==> src/rtl/ir_line_classifier_if.sv <==
// ---------------------------------------------------------------------------
// ir_line_classifier_if
// Bundle of signals between the sensor/navigation side (master) and the IR
// line classifier (slave).
//   master drives : ttd_valid, ttd_bus, cal_start
//   slave drives  : cal_busy, cal_done, calibrated, threshold, ir_color,
//                   left_sum, right_sum, on_track, lost, pos_ok, left, right,
//                   flags_valid
// ---------------------------------------------------------------------------
interface ir_line_classifier_if #(
  parameter int WIDTH = 17
);
  logic                 ttd_valid;
  logic [8*WIDTH-1:0]   ttd_bus;
  logic                 cal_start;
  logic                 cal_busy;
  logic                 cal_done;
  logic                 calibrated;
  logic [WIDTH-1:0]     threshold;
  logic [7:0]           ir_color;
  logic [2:0]           left_sum;
  logic [2:0]           right_sum;
  logic                 on_track;
  logic                 lost;
  logic                 pos_ok;
  logic                 left;
  logic                 right;
  logic                 flags_valid;

  modport master (
    output ttd_valid, ttd_bus, cal_start,
    input  cal_busy, cal_done, calibrated, threshold, ir_color, left_sum,
           right_sum, on_track, lost, pos_ok, left, right, flags_valid
  );

  modport slave (
    input  ttd_valid, ttd_bus, cal_start,
    output cal_busy, cal_done, calibrated, threshold, ir_color, left_sum,
           right_sum, on_track, lost, pos_ok, left, right, flags_valid
  );
endinterface

==> src/rtl/ir_line_classifier.sv <==
// ---------------------------------------------------------------------------
// ir_line_classifier
// Calibrates a black/white threshold from the darkest and brightest channels
// of the 8-channel IR sensor, then classifies each scan into colour bits,
// per-side black counts and sample-synchronously filtered pattern flags.
// Ports:
//   WF_CLK  - system clock, rising edge
//   reset   - synchronous active-high reset
//   sif     - slave side of ir_line_classifier_if (scan input, calibration
//             request, threshold/colour/flag outputs)
// Pipeline in RUN: scan captured at edge t, classified at t+1, filtered
// flags and flags_valid at t+2.
// ---------------------------------------------------------------------------
module ir_line_classifier #(
  parameter int WIDTH       = 17,
  parameter int CAL_SAMPLES = 16,
  parameter int FILT        = 4
) (
  input  logic                  WF_CLK,
  input  logic                  reset,
  ir_line_classifier_if.slave   sif
);

  localparam int                CW        = $clog2(CAL_SAMPLES + 1);
  localparam int                FW        = $clog2(FILT + 1);
  localparam logic [CW-1:0]     CAL_LAST  = CW'(CAL_SAMPLES);
  localparam logic [FW-1:0]     FILT_LAST = FW'(FILT - 1);
  localparam logic [WIDTH-1:0]  ALL_ONES  = {WIDTH{1'b1}};

  // Flag slots: 0 on_track, 1 lost, 2 pos_ok, 3 left, 4 right
  localparam logic [4:0]        FLAGS_RST = 5'b00010;

  typedef enum logic [1:0] {
    ST_IDLE = 2'd0,
    ST_CAL  = 2'd1,
    ST_RUN  = 2'd2
  } state_e;

  function automatic logic [WIDTH-1:0] bus_min(input logic [8*WIDTH-1:0] bus);
    logic [WIDTH-1:0] m;
    m = bus[0 +: WIDTH];
    for (int n = 1; n < 8; n++) begin
      m = (bus[n*WIDTH +: WIDTH] < m) ? bus[n*WIDTH +: WIDTH] : m;
    end
    return m;
  endfunction

  function automatic logic [WIDTH-1:0] bus_max(input logic [8*WIDTH-1:0] bus);
    logic [WIDTH-1:0] m;
    m = bus[0 +: WIDTH];
    for (int n = 1; n < 8; n++) begin
      m = (bus[n*WIDTH +: WIDTH] > m) ? bus[n*WIDTH +: WIDTH] : m;
    end
    return m;
  endfunction

  function automatic logic [2:0] ones4(input logic [3:0] b);
    return {2'b00, b[0]} + {2'b00, b[1]} + {2'b00, b[2]} + {2'b00, b[3]};
  endfunction

  state_e              r_state;
  state_e              w_next_state;
  logic                w_cal_busy;
  logic                w_finish;
  logic                w_cal_full;
  logic                w_run_ok;

  logic [WIDTH-1:0]    r_run_min;
  logic [WIDTH-1:0]    r_run_max;
  logic [CW-1:0]       r_cal_cnt;
  logic [WIDTH-1:0]    w_smp_min;
  logic [WIDTH-1:0]    w_smp_max;
  logic [WIDTH+1:0]    w_thr_wide;

  logic [WIDTH-1:0]    r_threshold;
  logic                r_cal_done;
  logic                r_calibrated;

  logic                r_s1_valid;
  logic [8*WIDTH-1:0]  r_s1_bus;
  logic [7:0]          w_color;
  logic [7:0]          r_ir_color;
  logic [2:0]          r_left_sum;
  logic [2:0]          r_right_sum;
  logic                r_s2_valid;

  logic [4:0]          w_raw;
  logic [4:0]          r_filt;
  logic [FW-1:0]       r_fcnt [5];
  logic                r_flags_valid;

  assign w_cal_full = (r_cal_cnt == CAL_LAST);
  // A cal_start in RUN freezes the pipeline on that very edge.
  assign w_run_ok   = (r_state == ST_RUN) && !sif.cal_start;
  assign w_smp_min  = bus_min(sif.ttd_bus);
  assign w_smp_max  = bus_max(sif.ttd_bus);
  // 3*min + max in WIDTH+2 bits, then divide by 4
  assign w_thr_wide = ({2'b00, r_run_min} << 1) + {2'b00, r_run_min} + {2'b00, r_run_max};

  // FSM state register
  always_ff @(posedge WF_CLK) begin
    if (reset) begin
      r_state <= ST_IDLE;
    end else begin
      r_state <= w_next_state;
    end
  end

  // FSM next-state logic; cal_start wins over everything, including the final sample
  always_comb begin
    w_next_state = r_state;
    case (r_state)
      ST_IDLE: begin
        if (sif.cal_start) w_next_state = ST_CAL;
        else               w_next_state = ST_IDLE;
      end
      ST_CAL: begin
        if (sif.cal_start)    w_next_state = ST_CAL;
        else if (w_cal_full)  w_next_state = ST_RUN;
        else                  w_next_state = ST_CAL;
      end
      ST_RUN: begin
        if (sif.cal_start) w_next_state = ST_CAL;
        else               w_next_state = ST_RUN;
      end
      default: w_next_state = ST_IDLE;
    endcase
  end

  // FSM outputs: busy flag and the edge on which a new threshold loads
  always_comb begin
    w_cal_busy = 1'b0;
    w_finish   = 1'b0;
    case (r_state)
      ST_CAL: begin
        w_cal_busy = 1'b1;
        w_finish   = w_cal_full && !sif.cal_start;
      end
      ST_IDLE, ST_RUN: begin
        w_cal_busy = 1'b0;
        w_finish   = 1'b0;
      end
      default: begin
        w_cal_busy = 1'b0;
        w_finish   = 1'b0;
      end
    endcase
  end

  // Calibration accumulator: running min/max and absorbed sample count
  always_ff @(posedge WF_CLK) begin
    if (reset || sif.cal_start) begin
      r_run_min <= ALL_ONES;
      r_run_max <= {WIDTH{1'b0}};
      r_cal_cnt <= {CW{1'b0}};
    end else if ((r_state == ST_CAL) && sif.ttd_valid && !w_cal_full) begin
      r_run_min <= (w_smp_min < r_run_min) ? w_smp_min : r_run_min;
      r_run_max <= (w_smp_max > r_run_max) ? w_smp_max : r_run_max;
      r_cal_cnt <= r_cal_cnt + CW'(1);
    end else begin
      r_run_min <= r_run_min;
      r_run_max <= r_run_max;
      r_cal_cnt <= r_cal_cnt;
    end
  end

  // Threshold load and calibration status
  always_ff @(posedge WF_CLK) begin
    if (reset) begin
      r_threshold  <= ALL_ONES;
      r_cal_done   <= 1'b0;
      r_calibrated <= 1'b0;
    end else if (w_finish) begin
      r_threshold  <= w_thr_wide[WIDTH+1:2];
      r_cal_done   <= 1'b1;
      r_calibrated <= 1'b1;
    end else begin
      r_threshold  <= r_threshold;
      r_cal_done   <= 1'b0;
      r_calibrated <= r_calibrated;
    end
  end

  // Stage 1: capture a RUN scan
  always_ff @(posedge WF_CLK) begin
    if (reset) begin
      r_s1_valid <= 1'b0;
      r_s1_bus   <= {(8*WIDTH){1'b0}};
    end else if (w_run_ok && sif.ttd_valid) begin
      r_s1_valid <= 1'b1;
      r_s1_bus   <= sif.ttd_bus;
    end else begin
      r_s1_valid <= 1'b0;
      r_s1_bus   <= r_s1_bus;
    end
  end

  // Per-channel black test; a value equal to the threshold is white
  always_comb begin
    w_color = 8'h00;
    for (int n = 0; n < 8; n++) begin
      w_color[n] = (r_s1_bus[n*WIDTH +: WIDTH] > r_threshold);
    end
  end

  // Stage 2: register colour bits and per-side black counts
  always_ff @(posedge WF_CLK) begin
    if (reset) begin
      r_ir_color  <= 8'h00;
      r_left_sum  <= 3'd0;
      r_right_sum <= 3'd0;
      r_s2_valid  <= 1'b0;
    end else if (w_run_ok && r_s1_valid) begin
      r_ir_color  <= w_color;
      r_left_sum  <= ones4(w_color[7:4]);
      r_right_sum <= ones4(w_color[3:0]);
      r_s2_valid  <= 1'b1;
    end else begin
      r_ir_color  <= r_ir_color;
      r_left_sum  <= r_left_sum;
      r_right_sum <= r_right_sum;
      r_s2_valid  <= 1'b0;
    end
  end

  // Raw pattern flags from the registered colour bits
  always_comb begin
    w_raw    = 5'b00000;
    w_raw[0] = r_ir_color[3] | r_ir_color[4];
    w_raw[1] = (r_ir_color == 8'h00);
    // Mirror symmetry: c7/c6/c5 must match c0/c1/c2
    w_raw[2] = (r_ir_color[3] | r_ir_color[4]) &
               (r_ir_color[7:5] == {r_ir_color[0], r_ir_color[1], r_ir_color[2]});
    w_raw[3] = &r_ir_color[7:4];
    w_raw[4] = &r_ir_color[3:0];
  end

  // Stage 3: per-flag disagreement counters and filtered flags
  always_ff @(posedge WF_CLK) begin
    if (reset) begin
      r_filt        <= FLAGS_RST;
      r_flags_valid <= 1'b0;
      for (int k = 0; k < 5; k++) begin
        r_fcnt[k] <= {FW{1'b0}};
      end
    end else if (w_run_ok && r_s2_valid) begin
      r_flags_valid <= 1'b1;
      for (int k = 0; k < 5; k++) begin
        if (w_raw[k] != r_filt[k]) begin
          // Counter never passes FILT-1: the FILT-th disagreement flips and clears
          if (r_fcnt[k] >= FILT_LAST) begin
            r_filt[k] <= w_raw[k];
            r_fcnt[k] <= {FW{1'b0}};
          end else begin
            r_filt[k] <= r_filt[k];
            r_fcnt[k] <= r_fcnt[k] + FW'(1);
          end
        end else begin
          r_filt[k] <= r_filt[k];
          r_fcnt[k] <= {FW{1'b0}};
        end
      end
    end else begin
      r_filt        <= r_filt;
      r_flags_valid <= 1'b0;
      for (int k = 0; k < 5; k++) begin
        r_fcnt[k] <= r_fcnt[k];
      end
    end
  end

  assign sif.cal_busy    = w_cal_busy;
  assign sif.cal_done    = r_cal_done;
  assign sif.calibrated  = r_calibrated;
  assign sif.threshold   = r_threshold;
  assign sif.ir_color    = r_ir_color;
  assign sif.left_sum    = r_left_sum;
  assign sif.right_sum   = r_right_sum;
  assign sif.on_track    = r_filt[0];
  assign sif.lost        = r_filt[1];
  assign sif.pos_ok      = r_filt[2];
  assign sif.left        = r_filt[3];
  assign sif.right       = r_filt[4];
  assign sif.flags_valid = r_flags_valid;

endmodule

==> src/flat_wrapper.sv <==
// flat-port wrapper written by rule: the top's interface ports become plain ports
module ir_line_classifier_flat 
#(
  parameter int WIDTH       = 17,
  parameter int CAL_SAMPLES = 16,
  parameter int FILT        = 4
)
  (WF_CLK, reset, sif_ttd_valid, sif_ttd_bus, sif_cal_start, sif_cal_busy, sif_cal_done, sif_calibrated, sif_threshold, sif_ir_color, sif_left_sum, sif_right_sum, sif_on_track, sif_lost, sif_pos_ok, sif_left, sif_right, sif_flags_valid);
  ir_line_classifier_if #(.WIDTH(WIDTH)) sif_i ();
  input  logic WF_CLK;
  input  logic reset;
  input wire logic [$bits(sif_i.ttd_valid)-1:0] sif_ttd_valid;
  input wire logic [$bits(sif_i.ttd_bus)-1:0] sif_ttd_bus;
  input wire logic [$bits(sif_i.cal_start)-1:0] sif_cal_start;
  output wire logic [$bits(sif_i.cal_busy)-1:0] sif_cal_busy;
  output wire logic [$bits(sif_i.cal_done)-1:0] sif_cal_done;
  output wire logic [$bits(sif_i.calibrated)-1:0] sif_calibrated;
  output wire logic [$bits(sif_i.threshold)-1:0] sif_threshold;
  output wire logic [$bits(sif_i.ir_color)-1:0] sif_ir_color;
  output wire logic [$bits(sif_i.left_sum)-1:0] sif_left_sum;
  output wire logic [$bits(sif_i.right_sum)-1:0] sif_right_sum;
  output wire logic [$bits(sif_i.on_track)-1:0] sif_on_track;
  output wire logic [$bits(sif_i.lost)-1:0] sif_lost;
  output wire logic [$bits(sif_i.pos_ok)-1:0] sif_pos_ok;
  output wire logic [$bits(sif_i.left)-1:0] sif_left;
  output wire logic [$bits(sif_i.right)-1:0] sif_right;
  output wire logic [$bits(sif_i.flags_valid)-1:0] sif_flags_valid;
  assign sif_i.ttd_valid = sif_ttd_valid;
  assign sif_i.ttd_bus = sif_ttd_bus;
  assign sif_i.cal_start = sif_cal_start;
  assign sif_cal_busy = sif_i.cal_busy;
  assign sif_cal_done = sif_i.cal_done;
  assign sif_calibrated = sif_i.calibrated;
  assign sif_threshold = sif_i.threshold;
  assign sif_ir_color = sif_i.ir_color;
  assign sif_left_sum = sif_i.left_sum;
  assign sif_right_sum = sif_i.right_sum;
  assign sif_on_track = sif_i.on_track;
  assign sif_lost = sif_i.lost;
  assign sif_pos_ok = sif_i.pos_ok;
  assign sif_left = sif_i.left;
  assign sif_right = sif_i.right;
  assign sif_flags_valid = sif_i.flags_valid;
  ir_line_classifier #(.WIDTH(WIDTH), .CAL_SAMPLES(CAL_SAMPLES), .FILT(FILT)) u_core (.WF_CLK(WF_CLK), .reset(reset), .sif(sif_i));
endmodule
==> config.mk <==
export PLATFORM = sky130hd
export DESIGN_NAME = ir_line_classifier_flat
export DESIGN_NICKNAME = d
export VERILOG_FILES = /design/src/rtl/ir_line_classifier_if.sv /design/src/rtl/ir_line_classifier.sv /design/src/flat_wrapper.sv
export SDC_FILE = /design/constraint.sdc
export NUM_CORES = 1
export LEC_CHECK = 0
export CORE_ASPECT_RATIO = 0.8
export CORE_MARGIN = 3
export CORE_UTILIZATION = 35
export CTS_CLUSTER_SIZE = 14
export DETAILED_ROUTE_END_ITERATION = 6
export SLEW_MARGIN = 20
export SYNTH_ARGS = -nofsm -noshare
export SYNTH_HDL_FRONTEND = slang
export SYNTH_SLANG_ARGS = --single-unit
==> constraint.sdc <==
create_clock -name WF_CLK -period 21 [get_ports WF_CLK]
set_clock_uncertainty 0.05 [all_clocks]
set_input_delay 2.1 -clock WF_CLK [delete_from_list [all_inputs] [get_ports WF_CLK]]
set_output_delay 2.1 -clock WF_CLK [all_outputs]
set_load 0.01 [all_outputs]
==> flow_summary.toml, run 1 <==
[run_status]
outcome = "finished, final reports clean"

[synthesis]
synthArstFlopShare_pct = 0
ys_seq_area_share_pct = 21.6
syn_inst = 2840
syn-cell-area_um2 = 22300
synth_most_common_cell = "nand2_1"
synth_edf_count = 15
yosys.area.top_type = "ha_1"
yosysUniqueCellTypes = 82
synth_top_area_share_pct = 23.1
syn_nets = 3410
netlist_top_cells_area = "ha_1, dfxtp_1, nand2_1"
avgSynthCellArea_um2 = 7.84
synth_common_cells = "nand2_1, ha_1, a21oi_1"
yosys_warnings = 0
synth_seq_cells = 233
yosys_most_used_dff = "dfxtp_1"

[power]
peakVddDrop_v = 0.000125
clock_power_share_pct = 16.3
seqPwrFrac_pct = 14.9
combPwrFrac_pct = 68.8
p_leak_nw = 12.1
p_per_area_nw_per_um2 = 123
sw_frac_of_total_pct = 47.8
p_int_mw = 1.68
switching_power_mw = 1.54

[timing]
setup_viol = 0
finalHoldViolations = 0
fin_ws_ns = 1.30
slew_viol_final = 0
relSlewSlack_pct = 33.3
final.setup.tns_ns = 0
fin_crit_sh_pct = 93.8
fmax_ghz = 0.0508
post-route-min-period_ns = 19.70
tightest_slew_ns = 1.00
rsz0062_at_grt = "false"

[place]
place_ws_ns = 0.219
post-place-cells = 3799
dp_hpwl_mm = 64.2
place_congestion = 0.996
dpl_cell_area_um2 = 25100
portBuffers = 179

[drt]
drtAntennaViolNets = 0
detail_route.wl_per_cell_um = 20.9
drt_iter0_markers = 2004
dr.pass1.iters = 6
drcViolationCount = 0
viasPerCell = 5.63
vias = 21700
drt-total-wl_mm = 80.5

[die]
die_area_um2 = 66700
die_y_um = 232
start_util_pct = 35.4
num_rows = 82
fp.coreArea_um2 = 62800
die_w_um = 288
ios = 180

[global_routing]
grt_pass1_vias = 19800
grt_max_degree = 103
antenna_found_initial = 0
grt_pass1_wl_mm = 120
grt-ovfl-total = 0
grt_usage_pct = 23.3

[layout]
multi_input_area_um2 = 16300
final_area_um2 = 26200
final_core_util_pct = 41.7
finalNonFillerCells = 3853
finalNetCount = 3561
synthToLayoutAreaGrowth_pct = 17.6
drive_gt1_share_pct = 6.18
fillCellCount = 6473
ff_latch_area_um2 = 4810

[cts]
cts-root-buf = "clkbuf_16"
cts-buffers-inserted = 29
clk_pin_slew_ns = 0.06
cts_resized = 0
post_cts_buffers = 0
holdBufCountCts = 0
clock-sinks = 233
htreeDepth = 1
clockBufferDepth = 3
clk_latency_ns = 0.56
cts_tree = "yes"

[worst_setup_path]
critical_path_class = "primary input to register"
cp.required_ns = 21.39
crit_path_end_kind = "register"
path_common_cell = "a21oi_1"
cp_slowest_cell = "clkdlybuf4s50_1"
crit_buf_inv = 8
crit_path_start_kind = "primary input"
cpLargestDelayFamily = "compound AO/OA/AOI/OAI gates"
arrival_ns = 20.09
cp_max_fo = 35
critical_path.max_stage_delay_ns = 0.67

[flow_run]
maxCapViolCount = 0

[min_path]
worstHoldPathType = "register to register"
==> layer usage <==
layer | track usage (%) | part of all wire, % | wire (um)
met1 | 35.8 | 49 | 39300
met2 | 34.3 | 41 | 33100
met3 | 3.22 | 8.3 | 6690
met4 | 4.37 | 1.7 | 1400
met5 | 0 | 0 | 0
==> kinds of logic after synthesis <==
family          Yosys count  synth area share [%]
compound gates          878                  25.3
simple gates            878                  17.9
fa+ha+maj               430                  24.8
buf+inv                 312                  5.43
flops                   233                  21.6
mux                      86                  3.99
xor+xnor                 23                 0.905
==> tightest hold or removal path, cell delays in order (launching register included) <==
cell     delay [ns]
dfxtp_1        0.31
nand2_1        0.05
a21oi_1        0.05
==> power by group through the flow <==
stage	registers, mW	clock network (mW)	logic (mW)
6_report	0.479	0.525	2.21
3_5_place_dp	0.487	0	2.15
4_1_cts	0.477	0.536	2.16
5_1_grt	0.479	0.553	2.46
2_1_floorplan	0.477	0	1.58
3_3_place_gp	0.487	0	2.15
==> stage by stage <==
stage	power, mW	hold WS [ns]
global placement	2.64	0.394
CTS	3.18	0.406
floorplan	2.05	0.386
global route	3.49	0.426
finish	3.21	0.405
detailed placement	2.64	0.398
==> registers in the layout, indices dropped and copies added, names as in the netlist <==
| register | flops |
|---|---|
| u_core.r_run_max | 17 |
| u_core.r_state | 2 |
| u_core.r_filt | 5 |
| u_core.r_s1_valid | 1 |
| u_core.sif.threshold | 17 |
| u_core.r_cal_cnt | 5 |
| u_core.sif.cal_done | 1 |
| u_core.sif.flags_valid | 1 |
| u_core.r_run_min | 17 |
| u_core.r_s1_bus | 136 |
| u_core.sif.right_sum | 3 |
| u_core.sif.left_sum | 3 |
| u_core.r_fcnt | 15 |
| u_core.r_s2_valid | 1 |
| u_core.sif.calibrated | 1 |
| u_core.sif.ir_color | 8 |
==> placed cells by master (no fill, tap or decap), types with 77 or more instances in the layout <==
master,count
inv_1,193
nor2_1,146
a21o_1,86
o21ai_0,153
nand4_1,77
ha_1,411
nand2_1,437
a21oi_1,304
clkdlybuf4s50_1,178
dfxtp_1,218
==> area by class of cell <==
class                   count  area share (%)
repair buffers            239            8.63
diodes                      1         0.00956
clock buffers              36            3.15
inverters                 193            2.77
clock inverters            16           0.650
multi-input cells        2295            62.4
well taps                 840            4.02
flip-flops and latches    233            18.4
==> path summary, 6_finish.rpt <==
| check | start | endpoint | slack [ns] | cells past startpoint |
|---|---|---|---|---|
| setup / recovery | sif_ttd_bus[29] | u_core.r_run_max[1] | 1.30 | 82 |
| hold / removal | u_core.r_s1_bus[17] | u_core.r_s1_bus[17] | 0.40 | 2 |
| hold reg to reg | u_core.r_s1_bus[17] | u_core.r_s1_bus[17] | 0.40 | 2 |
| setup reg to reg | u_core.sif.threshold[1] | u_core.sif.right_sum[1] | 16.82 | 18 |
(Power assumes the default switching activity.)
==> inputs of run 2 (changes only) <==
- CORE_UTILIZATION: 35 -> 55
- PLACE_DENSITY: not set -> 0.79
==> flow_summary.toml, run 2 (synthesis results as in run 1) <==
[run_status]
outcome = "finished, final reports clean"

[timing]
finalHoldViolations = 0
setup_viol = 0
post-route-min-period_ns = 19.93
relSlewSlack_pct = 29.1
tightest_slew_ns = 1.06
fin_ws_ns = 1.07
slew_viol_final = 0
fmax_ghz = 0.0502
fin_crit_sh_pct = 94.9

[global_routing]
antenna_found_initial = 3
grt_pass1_vias = 21900
grt_max_degree = 104
grt-ovfl-total = 0
grt_usage_pct = 38.6
grt_pass1_wl_mm = 128

[cts]
cts_tree = "yes"
clk_pin_slew_ns = 0.06
cts-root-buf = "clkbuf_16"
clk_latency_ns = 0.55
clock-sinks = 233
post_cts_buffers = 0
htreeDepth = 1
clockBufferDepth = 3
cts-buffers-inserted = 26
holdBufCountCts = 0

[die]
ios = 180
die_y_um = 186
fp.coreArea_um2 = 39700
die_w_um = 231
start_util_pct = 56.1
num_rows = 65
die_area_um2 = 42900

[power]
p_leak_nw = 12.1
p_int_mw = 1.64
peakVddDrop_v = 0.000130
clock_power_share_pct = 14.1
seqPwrFrac_pct = 14.9
p_per_area_nw_per_um2 = 125
switching_power_mw = 1.59
sw_frac_of_total_pct = 49.1
combPwrFrac_pct = 71.1

[place]
dpl_cell_area_um2 = 24800
place_congestion = 1.10
portBuffers = 179
dp_hpwl_mm = 69.1
place_ws_ns = 0.0621

[layout]
mostFrequentLayoutCells = "nand2_1, ha_1, a21oi_1, dfxtp_1, inv_1"
ff_latch_area_um2 = 4810
finalNetCount = 3573
diodes = 0
drive_gt1_share_pct = 6.26
multi_input_area_um2 = 16400
largest_register_ffs = 136
regMostFlops = "u_core.r_s1_bus"
synthToLayoutAreaGrowth_pct = 15.7
final_area_um2 = 25700
layout_commonest_cell = "nand2_1"
fillCellCount = 3468

[drt]
detail_route.wl_per_cell_um = 24.1
drt-total-wl_mm = 85.7
drtAntennaViolNets = 0
top_layer_used = "met5"
wl_met2_mm = 33.4
drt_iter0_markers = 2892
dr.pass1.iters = 6
vias = 23200
drt-met1-wl_mm = 37.6
met3_length_mm = 12.3
viasPerCell = 6.52
drcViolationCount = 0

[worst_setup_path]
cp_max_fo = 32
critical_path_class = "primary input to register"
arrival_ns = 20.30
critical_path.max_stage_delay_ns = 0.66
crit_path_start_kind = "primary input"
cp.required_ns = 21.37
cp_slowest_cell = "clkdlybuf4s50_1"
path_common_cell = "a21oi_1"
crit_path_end_kind = "register"

[min_path]
worstHoldPathType = "register to register"

[flow_run]
maxCapViolCount = 0
[run 2: power groups by stage]
| stage | sequential (mW) | combinational [mW] | clock [mW] |
|---|---|---|---|
| 6_report | 0.480 | 2.30 | 0.454 |
| 5_1_grt | 0.480 | 2.53 | 0.475 |
| 4_1_cts | 0.478 | 2.21 | 0.458 |
| 3_5_place_dp | 0.488 | 2.19 | 0 |
| 3_3_place_gp | 0.488 | 2.15 | 0 |
| 2_1_floorplan | 0.477 | 1.58 | 0 |
[run 2: critical path, delay by kind of cell]
kind,cells,cell delay [ns]
AO/OA/AOI/OAI,47,9.89
adder cells (fa/ha/maj),8,2.43
AND/OR/NAND/NOR,12,2.26
buffers and inverters,8,2.09
multiplexers,4,1.44
[run 2: layout make-up]
cell class | instances | area share, %
Clock inverter | 6 | 0.466
Timing Repair Buffer | 253 | 9.15
Multi-Input combinational cell | 2296 | 63.5
Sequential cell | 233 | 18.7
Tap cell | 536 | 2.60
Clock buffer | 38 | 2.74
Inverter | 193 | 2.81
[run 2: final timing paths]
path	from	endpoint	slack, ns	depth (start not counted)
worst min register to register	u_core.sif.right_sum[2]	u_core.sif.right_sum[2]	0.41	2
worst max-delay path	sif_ttd_bus[3]	u_core.r_run_max[2]	1.07	79
worst min-delay path	u_core.sif.right_sum[2]	u_core.sif.right_sum[2]	0.41	2
worst max register to register	u_core.sif.threshold[1]	u_core.sif.right_sum[1]	16.85	18
[run 2: layer usage]
layer  vias up  GRT usage, %
met5         -             0
met4         4          10.8
met3       204          11.7
met2      1353          54.1
met1     11000          56.8
li1      10600             -
[run 2: per-stage QoR]
step                      setup TNS (ns)  instances  utilization (%)  hold slack (ns)  power (mW)
after global placement                 0       3510             62.6            0.396        2.64
final                                  0       3555             64.9            0.408        3.23
after global routing              -0.482       3555             64.9            0.422        3.48
after CTS                              0       3554             64.6            0.409        3.15
after floorplan                        0       2840                -            0.386        2.05
after detailed placement               0       3510             62.6            0.401        2.68
[run 2: repair_timing]
item | 4_1_cts | 5_1_grt
hold endpoints to repair | 0 | 0
setup endpoints to repair | 0 | 34
resized for setup | 0 | 20
